--- src/rtl/image_stream_fifo.sv ---
// image_stream_fifo: first-word-fall-through token FIFO between a
// SEND/RDY/ACK producer port and a SEND/ACK consumer port.
// In1_RDY and Out1_SEND are registered from the occupancy that the next
// cycle will start with. Out1_DATA is a register holding the head token.
module image_stream_fifo #(
   parameter int DEPTH  = 16,
   parameter int DATA_W = 16
) (
   input  logic                     CLK,
   input  logic                     RESET,
   input  logic                     In1_SEND,
   input  logic [DATA_W-1:0]        In1_DATA,
   input  logic [15:0]              In1_COUNT,
   output logic                     In1_RDY,
   output logic                     In1_ACK,
   output logic                     Out1_SEND,
   output logic [DATA_W-1:0]        Out1_DATA,
   output logic [15:0]              Out1_COUNT,
   input  logic                     Out1_ACK,
   output logic [$clog2(DEPTH):0]   LEVEL
);

   localparam int AW = $clog2(DEPTH);
   localparam int LW = AW + 1;
   localparam logic [LW-1:0] DEPTH_L = LW'(DEPTH);

   logic [DATA_W-1:0] mem [DEPTH];
   logic [AW-1:0]     wr_ptr, rd_ptr, wr_nxt, rd_nxt;
   logic [LW-1:0]     level, level_nxt, remain;
   logic              rdy_q, send_q;
   logic [DATA_W-1:0] data_q, head_nxt;
   logic              push, pop;

   // The producer token count carries no information this block needs.
   logic unused_count;
   assign unused_count = ^In1_COUNT;

   // Handshakes qualify on the registered flags, so a pop never opens a
   // slot for a push in the same cycle.
   assign push = In1_SEND & rdy_q & RESET;
   assign pop  = Out1_ACK & send_q & RESET;

   assign In1_ACK    = push;
   assign In1_RDY    = rdy_q;
   assign Out1_SEND  = send_q;
   assign Out1_DATA  = data_q;
   assign Out1_COUNT = {15'h0, send_q};
   assign LEVEL      = level;

   // Next occupancy, pointers and the head token the output register loads.
   always_comb begin
      level_nxt = level;
      if (push && !pop)
         level_nxt = level + LW'(1);
      else if (pop && !push)
         level_nxt = level - LW'(1);

      wr_nxt = push ? wr_ptr + AW'(1) : wr_ptr;
      rd_nxt = pop  ? rd_ptr + AW'(1) : rd_ptr;

      // Tokens already stored that survive this cycle's pop; when none
      // survive, the new head can only be the token being pushed now.
      remain   = level - LW'(pop);
      head_nxt = data_q;
      if (level_nxt != '0) begin
         if (remain == '0)
            head_nxt = In1_DATA;
         else
            head_nxt = mem[rd_nxt];
      end
   end

   // Token storage; written only on an accepted push.
   always_ff @(posedge CLK) begin
      if (push)
         mem[wr_ptr] <= In1_DATA;
   end

   // Control state and output registers with synchronous active-low reset.
   always_ff @(posedge CLK) begin
      if (!RESET) begin
         wr_ptr <= '0;
         rd_ptr <= '0;
         level  <= '0;
         rdy_q  <= 1'b0;
         send_q <= 1'b0;
         data_q <= '0;
      end else begin
         wr_ptr <= wr_nxt;
         rd_ptr <= rd_nxt;
         level  <= level_nxt;
         rdy_q  <= (level_nxt < DEPTH_L);
         send_q <= (level_nxt != '0);
         data_q <= head_nxt;
      end
   end

endmodule
--- config.mk ---
export PLATFORM = sky130hd
export DESIGN_NAME = image_stream_fifo
export DESIGN_NICKNAME = d
export VERILOG_FILES = /design/src/rtl/image_stream_fifo.sv
export SDC_FILE = /design/constraint.sdc
export NUM_CORES = 1
export LEC_CHECK = 0
export ABC_AREA = 1
export BUFFER_PORTS_ARGS = -buffer_cell sky130_fd_sc_hd__buf_2
export CORE_MARGIN = 5
export CORE_UTILIZATION = 60
export DETAILED_ROUTE_END_ITERATION = 12
export MAX_ROUTING_LAYER = met4
export PLACE_DENSITY_LB_ADDON = 0.25
export SETUP_SLACK_MARGIN = 0.2
export SKIP_CTS_REPAIR_TIMING = 1
export SYNTH_ARGS = -nofsm -noshare
export SYNTH_HDL_FRONTEND = slang
export SYNTH_SLANG_ARGS = --single-unit
export TNS_END_PERCENT = 1
--- constraint.sdc ---
create_clock -name CLK -period 2.1 [get_ports CLK]
set_input_delay 0.42 -clock CLK [delete_from_list [all_inputs] [get_ports CLK]]
set_output_delay 0.42 -clock CLK [all_outputs]
set_load 0.03 [all_outputs]
======== Word-level counts from Yosys, hierarchy flattened ========
Memory sizes are Yosys's and may differ from the RTL's.
Index checks and enable logic that the tools add are counted.
storage, ports and cells
  flip-flop bits (word level) ............. 31
  bits of input ports ..................... 36
  bits in writable memories ............... 256
  memories ................................ 1
  output and inout bits ................... 40
  word-level logic and storage cells ...... 29
memory list
  memory  depth  width  rd ports  clocked after Yosys merged registers in  write ports  RTL line  text
  mem     16     16     1         0                                        1            27        logic [DATA_W-1:0] mem [DEPTH];
cells by class
  reduce and logical (&&, ||, !) cells .... 6
  bitwise gates (word level) .............. 4
  $lt $le $gt $ge ......................... 1
  $add $sub $neg .......................... 5
  multiplexer cells ....................... 6
operators with widths
  operator                                           number
  two-way mux 16 bit                                 1
  two-way mux 5 bit                                  2
  adder 4 x 1 -> 4 bit, second input constant        2
  adder 5 x 1 -> 5 bit, second input constant        1
  logical NOT 5 bit                                  1
  less-than comparator 5 bit, second input constant  1
  nonzero test 5 bit                                 1
  subtractor 5 x 1 -> 5 bit                          1
  subtractor 5 x 1 -> 5 bit, second input constant   1
  bitwise AND 1 bit                                  4
  two-way mux 4 bit                                  1
  logical AND 1 bit                                  2
  logical NOT 1 bit                                  2
  two-way mux 1 bit                                  2

======== Depth between registers and ports, before layout ========
Gate-level depths: netlist of run 1.
  depth in word-level cells ............... 7
  depth in mapped cells ................... 14

======== Worst setup path after synthesis of run 1 ========
No wires, ideal clock.
  path kind ............................... flip-flop to flip-flop
  start point ............................. register rdy_q, in the netlist In1_RDY
  end point ............................... memory mem[0][0], enable pin
  path slack .............................. -0.095 ns
  period minus slack after synthesis ...... 2.195 ns
  cell stages (with the launch flop) ...... 5
  setup time .............................. 0.388 ns
  required time ........................... 1.712 ns
  data arrival time ....................... 1.806 ns
  cell sequence ........................... dfxtp_1 nand2_1 nor2_4 nand2_1 nor2_1
between the ends
  word-level cells in the longest chain between the ends .. 4
ends and longest elaborated chain
  item                                     RTL line  text
  from (decl)                              30        logic rdy_q, send_q;
  from (signal assigned)                   92        rdy_q <= (level_nxt < DEPTH_L);
  bitwise AND 1 bit (2 in series)          40        assign push = In1_SEND & rdy_q & RESET;
  named net In1_ACK                        15        output logic In1_ACK,
  two-way mux 1 bit                        75        if (push)
  two-way mux 1 bit (not written as such)  76        mem[wr_ptr] <= In1_DATA;
  to (decl)                                27
The timed path passes the listed nets, and every way through them passes these cells.

======== Worst setup path after layout of run 1 ========
  start point ............................. register rd_ptr[0]
  end point ............................... register data_q[7], in the netlist Out1_DATA[7]
between the ends
  word-level cells in the longest chain between the ends .. 4
ends and longest elaborated chain
  item                    RTL line  text
  from (decl)             28        logic [AW-1:0] wr_ptr, rd_ptr, wr_nxt, rd_nxt;
  from (signal assigned)  90        rd_ptr <= rd_nxt;
  adder 4 x 1 -> 4 bit    59        rd_nxt = pop ? rd_ptr + AW'(1) : rd_ptr;
  two-way mux 4 bit *     59
  memory (16 x 16 bit) *  -
  two-way mux 16 bit *    66        if (remain == '0)
  to (signal assigned)    94        data_q <= head_nxt;
  to (decl)               31        logic [DATA_W-1:0] data_q, head_nxt;
Mark *: on every way between the ends. The rest lies on a longest branch, timed or not.
A chain may end at the register's enable or synchronous reset.

==> results of run 1 <==
## worst max-delay path: cells and delay by family (launching register included)
kind | cells | cell delay, ps
xor gates and xnor gates | 1 | 250
adders and majority gates | 1 | 130
buffers and inverters | 4 | 460
DFF | 1 | 370
and+or+nand+nor | 6 | 690
## area by class of cell
cell class,count,area share (%)
Clock buffer,38,5.13
Tap cell,275,2.23
Clock inverter,13,0.723
Multi-Input combinational cell,772,25.0
Sequential cell,287,54.0
Inverter,88,2.16
Timing Repair Buffer,148,10.8
## cells in the mapped netlist (all sizes together)
library cell    n
nor2           66
nand2         344
clkbuf         37
nand3b         66
edfxtp        256
a21oi           8
ha              8
nor3            3
nor4            1
buf            49
inv            88
o21ai           5
dfxtp          31
xor2            2
nand4           2
conb            1
nand3         249
xnor2           2
a31oi           1
## how the worst min path moves through the flow
| stage | end | cells after the start | slack (ps) |
|---|---|---|---|
| 2_1_floorplan | wr_ptr[2] | 2 | 480 |
| 3_3_place_gp | Out1_DATA[1] | 2 | 440 |
| 3_5_place_dp | Out1_DATA[13] | 2 | 440 |
| 4_1_cts | mem[14][5] | 1 | 250 |
| 5_1_grt | mem[4][10] | 1 | 250 |
| 6_report | mem[4][10] | 1 | 260 |
## sequential cells by signal, indices dropped and copies added, names as in the netlist
| register | count |
|---|---|
| mem | 256 |
| Out1_DATA | 16 |
| Out1_SEND | 1 |
| wr_ptr | 4 |
| In1_RDY | 1 |
| LEVEL | 5 |
| rd_ptr | 4 |
## power groups by stage
stage               registers [mW]  logic [mW]  clock network (mW)
global placement              6.66        3.63                   0
finish                        6.58        4.05                4.88
CTS                           6.55        3.78                4.90
floorplan                     6.88        2.02                   0
detailed placement            6.67        3.72                   0
global route                  6.58        4.40                5.18
## logic make-up (layout without fill, tap and decap cells)
| family | count (synthesis) | count (layout) | share of synthesized area [%] |
|---|---|---|---|
| compound gates | 14 | 14 | 0.595 |
| xor+xnor | 4 | 4 | 0.278 |
| fa+ha+maj | 8 | 8 | 0.793 |
| buf+inv | 174 | 287 | 5.96 |
| flops | 287 | 287 | 65.8 |
| other cells | 1 | 15 | 0.0297 |
| simple gates | 731 | 731 | 26.5 |
## layer usage
metal	up-vias	part of all wire, %	global-route usage (%)
met5	-	0	-
met4	0	4.7	12.2
met3	114	9.8	4.81
met2	510	49	44.2
met1	4505	37	35.1
li1	4332	-	-
## stage by stage
step	instances	instance area (um^2)	power, mW	hold WS, ps	util (%)
after floorplan	1233	12700	8.90	477	-
after global placement	1560	14100	10.3	436	67.7
after detailed placement	1560	14100	10.4	441	67.7
after CTS	1611	15000	15.2	249	72.0
after global routing	1621	15400	16.2	249	73.7
final	1621	15400	15.5	256	73.7
==> flow_summary.toml, run 1 <==
[logic_synthesis]
ys_seq_elements = 287
ys_warn_count = 0
syn_avg_cell_area_um2 = 10.4
synth_area_leader_cell = "edfxtp_1"
synth.area.top_cells = "edfxtp_1 61%, nand2_1 10%, nand3_1 9.8%, dfxtp_1 4.9%, nand3b_1 3.9%"
syn_area_um2 = 12600
syn_inst = 1219
yosysSeqAreaShare_pct = 65.8
synth.distinct_cells = 29
synth_top_area_share_pct = 60.9

[clock_tree]
cts_buffers = 28
clk_pin_slew_ps = 60
clk_latency_ps = 550
htreeDepth = 1
cts_sinks = 287
cts-root-buf = "clkbuf_16"
cts_tree = "done"
cts_max_path_buffers = 3

[die]
start_util_pct = 60.4
core_area_um2 = 20900
io_pins = 76
rows = 53
dieArea_um2 = 24000
dieHeight_um = 155
die_width_um = 155

[place]
place_ws_ps = -102
place_hpwl_mm = 19.4
gp_congestion = 0.906
io_buffer_count = 44

[drt]
drc = 0
drtPass1Iterations = 5
vias = 9461
wirelength_mm = 33.2
post_drt_wl_per_cell_um = 20.5
drtAntennaViolNets = 0
via_per_inst = 5.84
initialDrtViolationCount = 1029

[critical_path]
max_stage_delay_ps = 370
rr_worst_depth = 12
cp-startpoint = "rd_ptr[0]"
cpMaxStageDelayCell = "dfxtp_2"
critPathLaunchType = "register"
endpoint_kind = "register"
reg2reg_from = "rd_ptr[0]"
worstSetupPathType = "register to register"
r2r-end = "Out1_DATA[7]"
crit_required_ps = 2590
path_cells = "ha_4, inv_1, nor2_1, buf_4, xor2_4, inv_4, buf_12, nand3_1, nand3_1, nand3_1, nand2_1, nand2_1"
path_max_fanout = 7
worstPathArrival_ps = 2440
cp-endpoint = "Out1_DATA[7]"
worst_path_most_repeated_cell = "nand3_1"
r2r_slack_ps = 150

[power_and_ir_drop]
pwr-share-comb_pct = 26.1
seq_power_share_pct = 42.4
p_sw_mw = 4.74
p_int_mw = 10.8
sw_frac_of_total_pct = 30.5
irDropWorstVdd_uv = 958
leakagePower_nw = 6.22
pwr-share-clk_pct = 31.5
p_per_area_nw_per_um2 = 1010

[layout]
final_common_cell = "nand2_1"
seq_area_um2 = 8320
multi_input_area_um2 = 3840
layout-drive-gt1-share_pct = 18.4
layout.nets = 1369
antenna_cells = 0
final_cell_mix = "334 x nand2_1, 256 x edfxtp_1, 241 x nand3_1"
syn2layout_area_growth_pct = 22.1
filler_cell_count = 1336

[timing]
finalSetupTns_ps = 0
setup_ws_ps = 150
hold_viol_final = 0
period_share_pct = 92.8
slew_violations = 0
skew_ps = 14.8
fmax_mhz = 513
setup_viol = 0
rsz0062_at_grt = "true"
layout_min_cycle_time_ps = 1950

[status]
outcome = "finished, final reports clean"

[min_path]
hold_start = "In1_DATA[10]"
hold_path_class = "input port to register"

[grt]
track_usage_pct = 27.7
grt_max_degree = 50
grt_pass1_vias = 9131
grt_pass1_wl_mm = 49.6
grt.overflow.total = 0
antenna_found_initial = 0

[run]
maxCapViolCount = 0
(Power assumes the default switching activity.)
==> inputs of run 2 (changes only) <==
--- a/config.mk
+++ b/config.mk
@@ -9,6 +9,7 @@
 export BUFFER_PORTS_ARGS = -buffer_cell sky130_fd_sc_hd__buf_2
 export CORE_MARGIN = 5
 export CORE_UTILIZATION = 60
+export CTS_BUF_LIST = sky130_fd_sc_hd__clkbuf_16
 export DETAILED_ROUTE_END_ITERATION = 12
 export MAX_ROUTING_LAYER = met4
 export PLACE_DENSITY_LB_ADDON = 0.25
==> run 2 against run 1 <==
  * Non-clock buffer count up 25
  * Final area is 3.7% higher
  * Critical endpoint is now Out1_DATA[0]
  * Maximum frequency down 6.8%
  * Worst setup slack worse by 140 ps
  * Global-route usage about the same
  * Highest routed layer unchanged
  * Power increased by 3.2%
  * Largest power group unchanged
  * First-iteration DRC count up 3.2%
==> flow_summary.toml, run 2 (same netlist as run 1, synthesis figures left out) <==
[die]
io_pins = 76
die_width_um = 155
dieHeight_um = 155
start_util_pct = 60.4
core_area_um2 = 20900
rows = 53
dieArea_um2 = 24000

[place]
place_hpwl_mm = 19.4
gp_congestion = 0.906
placedCellCount = 1560
io_buffer_count = 44
place_area_um2 = 14100

[drt]
drtAntennaViolNets = 0
post_drt_wl_per_cell_um = 22.1
via_per_inst = 5.97
wirelength_mm = 36.3
initialDrtViolationCount = 1062
drc = 0
drtPass1Iterations = 6
vias = 9828

[min_path]
hold_depth = 1
hold_path_class = "input port to register"

[power_and_ir_drop]
pwr-share-comb_pct = 29.0
total_power_mw = 16.0
seq_power_share_pct = 41.2
irDropWorstVdd_uv = 973
pwr-share-clk_pct = 29.8
p_sw_mw = 5.07
p_int_mw = 10.9
p_per_area_nw_per_um2 = 1000
sw_frac_of_total_pct = 31.7
leakagePower_nw = 6.50

[layout]
post-route-util_pct = 76.5
largest_reg_flops = 256
final_common_cell = "nand2_1"
layout-drive-gt1-share_pct = 22.8
largest-register = "mem"
fin_area_um2 = 16000
final_cell_mix = "323 x nand2_1, 256 x edfxtp_1, 211 x nand3_1"
layout.nets = 1394
fin_cells = 1647
syn2layout_area_growth_pct = 26.6

[timing]
fmax_mhz = 478
slew_violations = 0
period_share_pct = 99.6
rsz0062_at_grt = "true"
layout_min_cycle_time_ps = 2090
skew_ps = 14.5
hold_viol_final = 0
setup_viol = 0
worst_hold_slack_ps = 248

[grt]
grt_pass1_wl_mm = 49.6
antenna_found_initial = 1
grt.overflow.total = 0
grt_pass1_vias = 9123
grt_max_degree = 50
track_usage_pct = 27.7

[clock_tree]
cts_buffers = 28
cts_sinks = 287
cts_max_path_buffers = 3
htreeDepth = 1
clk_latency_ps = 550
cts_tree = "done"
clk_pin_slew_ps = 70
cts-root-buf = "clkbuf_16"

[critical_path]
endpoint_kind = "register"
path_max_fanout = 8
rr_worst_depth = 13
worstPathArrival_ps = 2480
crit_required_ps = 2490
worstSetupPathType = "register to register"
critPathLaunchType = "register"

[status]
outcome = "finished, final reports clean"

[run]
maxCapViolCount = 0
==> run 2: cell types whose count changed in the layout (fill, tap and decap cells not counted), moves of 4 or more <==
cell,previous run,this run
inv_1,85,91
clkbuf_1,6,0
buf_6,9,13
nand3_1,241,211
buf_4,47,54
nand2_2,7,18
buf_12,39,45
nand2_1,334,323
nand3_2,8,37
clkbuf_16,34,40
==> run 2: through the flow <==
step | setup slack (ps) | setup TNS, ps
after floorplan | 134 | 0
after global placement | -63.9 | -347
after detailed placement | -102 | -958
after CTS | 115 | 0
after global routing | -53.0 | -53.0
final | 8.26 | 0
==> run 2: layer usage <==
| layer | global-route usage, % | up-vias | wire length [um] |
|---|---|---|---|
| met1 | 34.7 | 4691 | 13000 |
| met5 | - | - | 0 |
| met4 | 12.1 | 0 | 1850 |
| li1 | - | 4378 | - |
| met2 | 44.3 | 607 | 17600 |
| met3 | 5.48 | 152 | 3910 |
==> run 2: final timing paths <==
kind | end | slack (ps) | from
hold reg to reg | Out1_DATA[13] | 460 | Out1_DATA[13]
setup reg to reg | Out1_DATA[0] | 8 | Out1_SEND
setup / recovery | Out1_DATA[0] | 8 | Out1_SEND
hold / removal | mem[14][10] | 250 | In1_DATA[10]
==> run 2: power by group through the flow <==
stage / clock network, mW / registers (mW) / logic, mW
2_1_floorplan: 0 / 6.88 / 2.02
3_3_place_gp: 0 / 6.66 / 3.63
3_5_place_dp: 0 / 6.67 / 3.72
4_1_cts: 4.76 / 6.55 / 3.78
5_1_grt: 5.06 / 6.59 / 4.96
6_report: 4.77 / 6.59 / 4.65
==> run 2: cell type report <==
type,count,area (um^2)
diodes,1,2.50
clock buffers,29,726
clock inverters,22,145
fillers,1213,4910
inverters,88,333
multi-input cells,772,4030
flip-flops and latches,287,8330
well taps,275,344
repair buffers,173,2070
==> run 2: critical path: stages (launching register included) <==
cell	delay [ps]
dfxtp_4	370
nand3_2	80
buf_4	180
nand2_2	90
nand2_1	110
nand2_1	140
nand2_1	90
nor2_2	160
nand3_4	120
nand2_4	140
buf_12	140
nor2_1	50
nand2_2	80
nand2_1	170
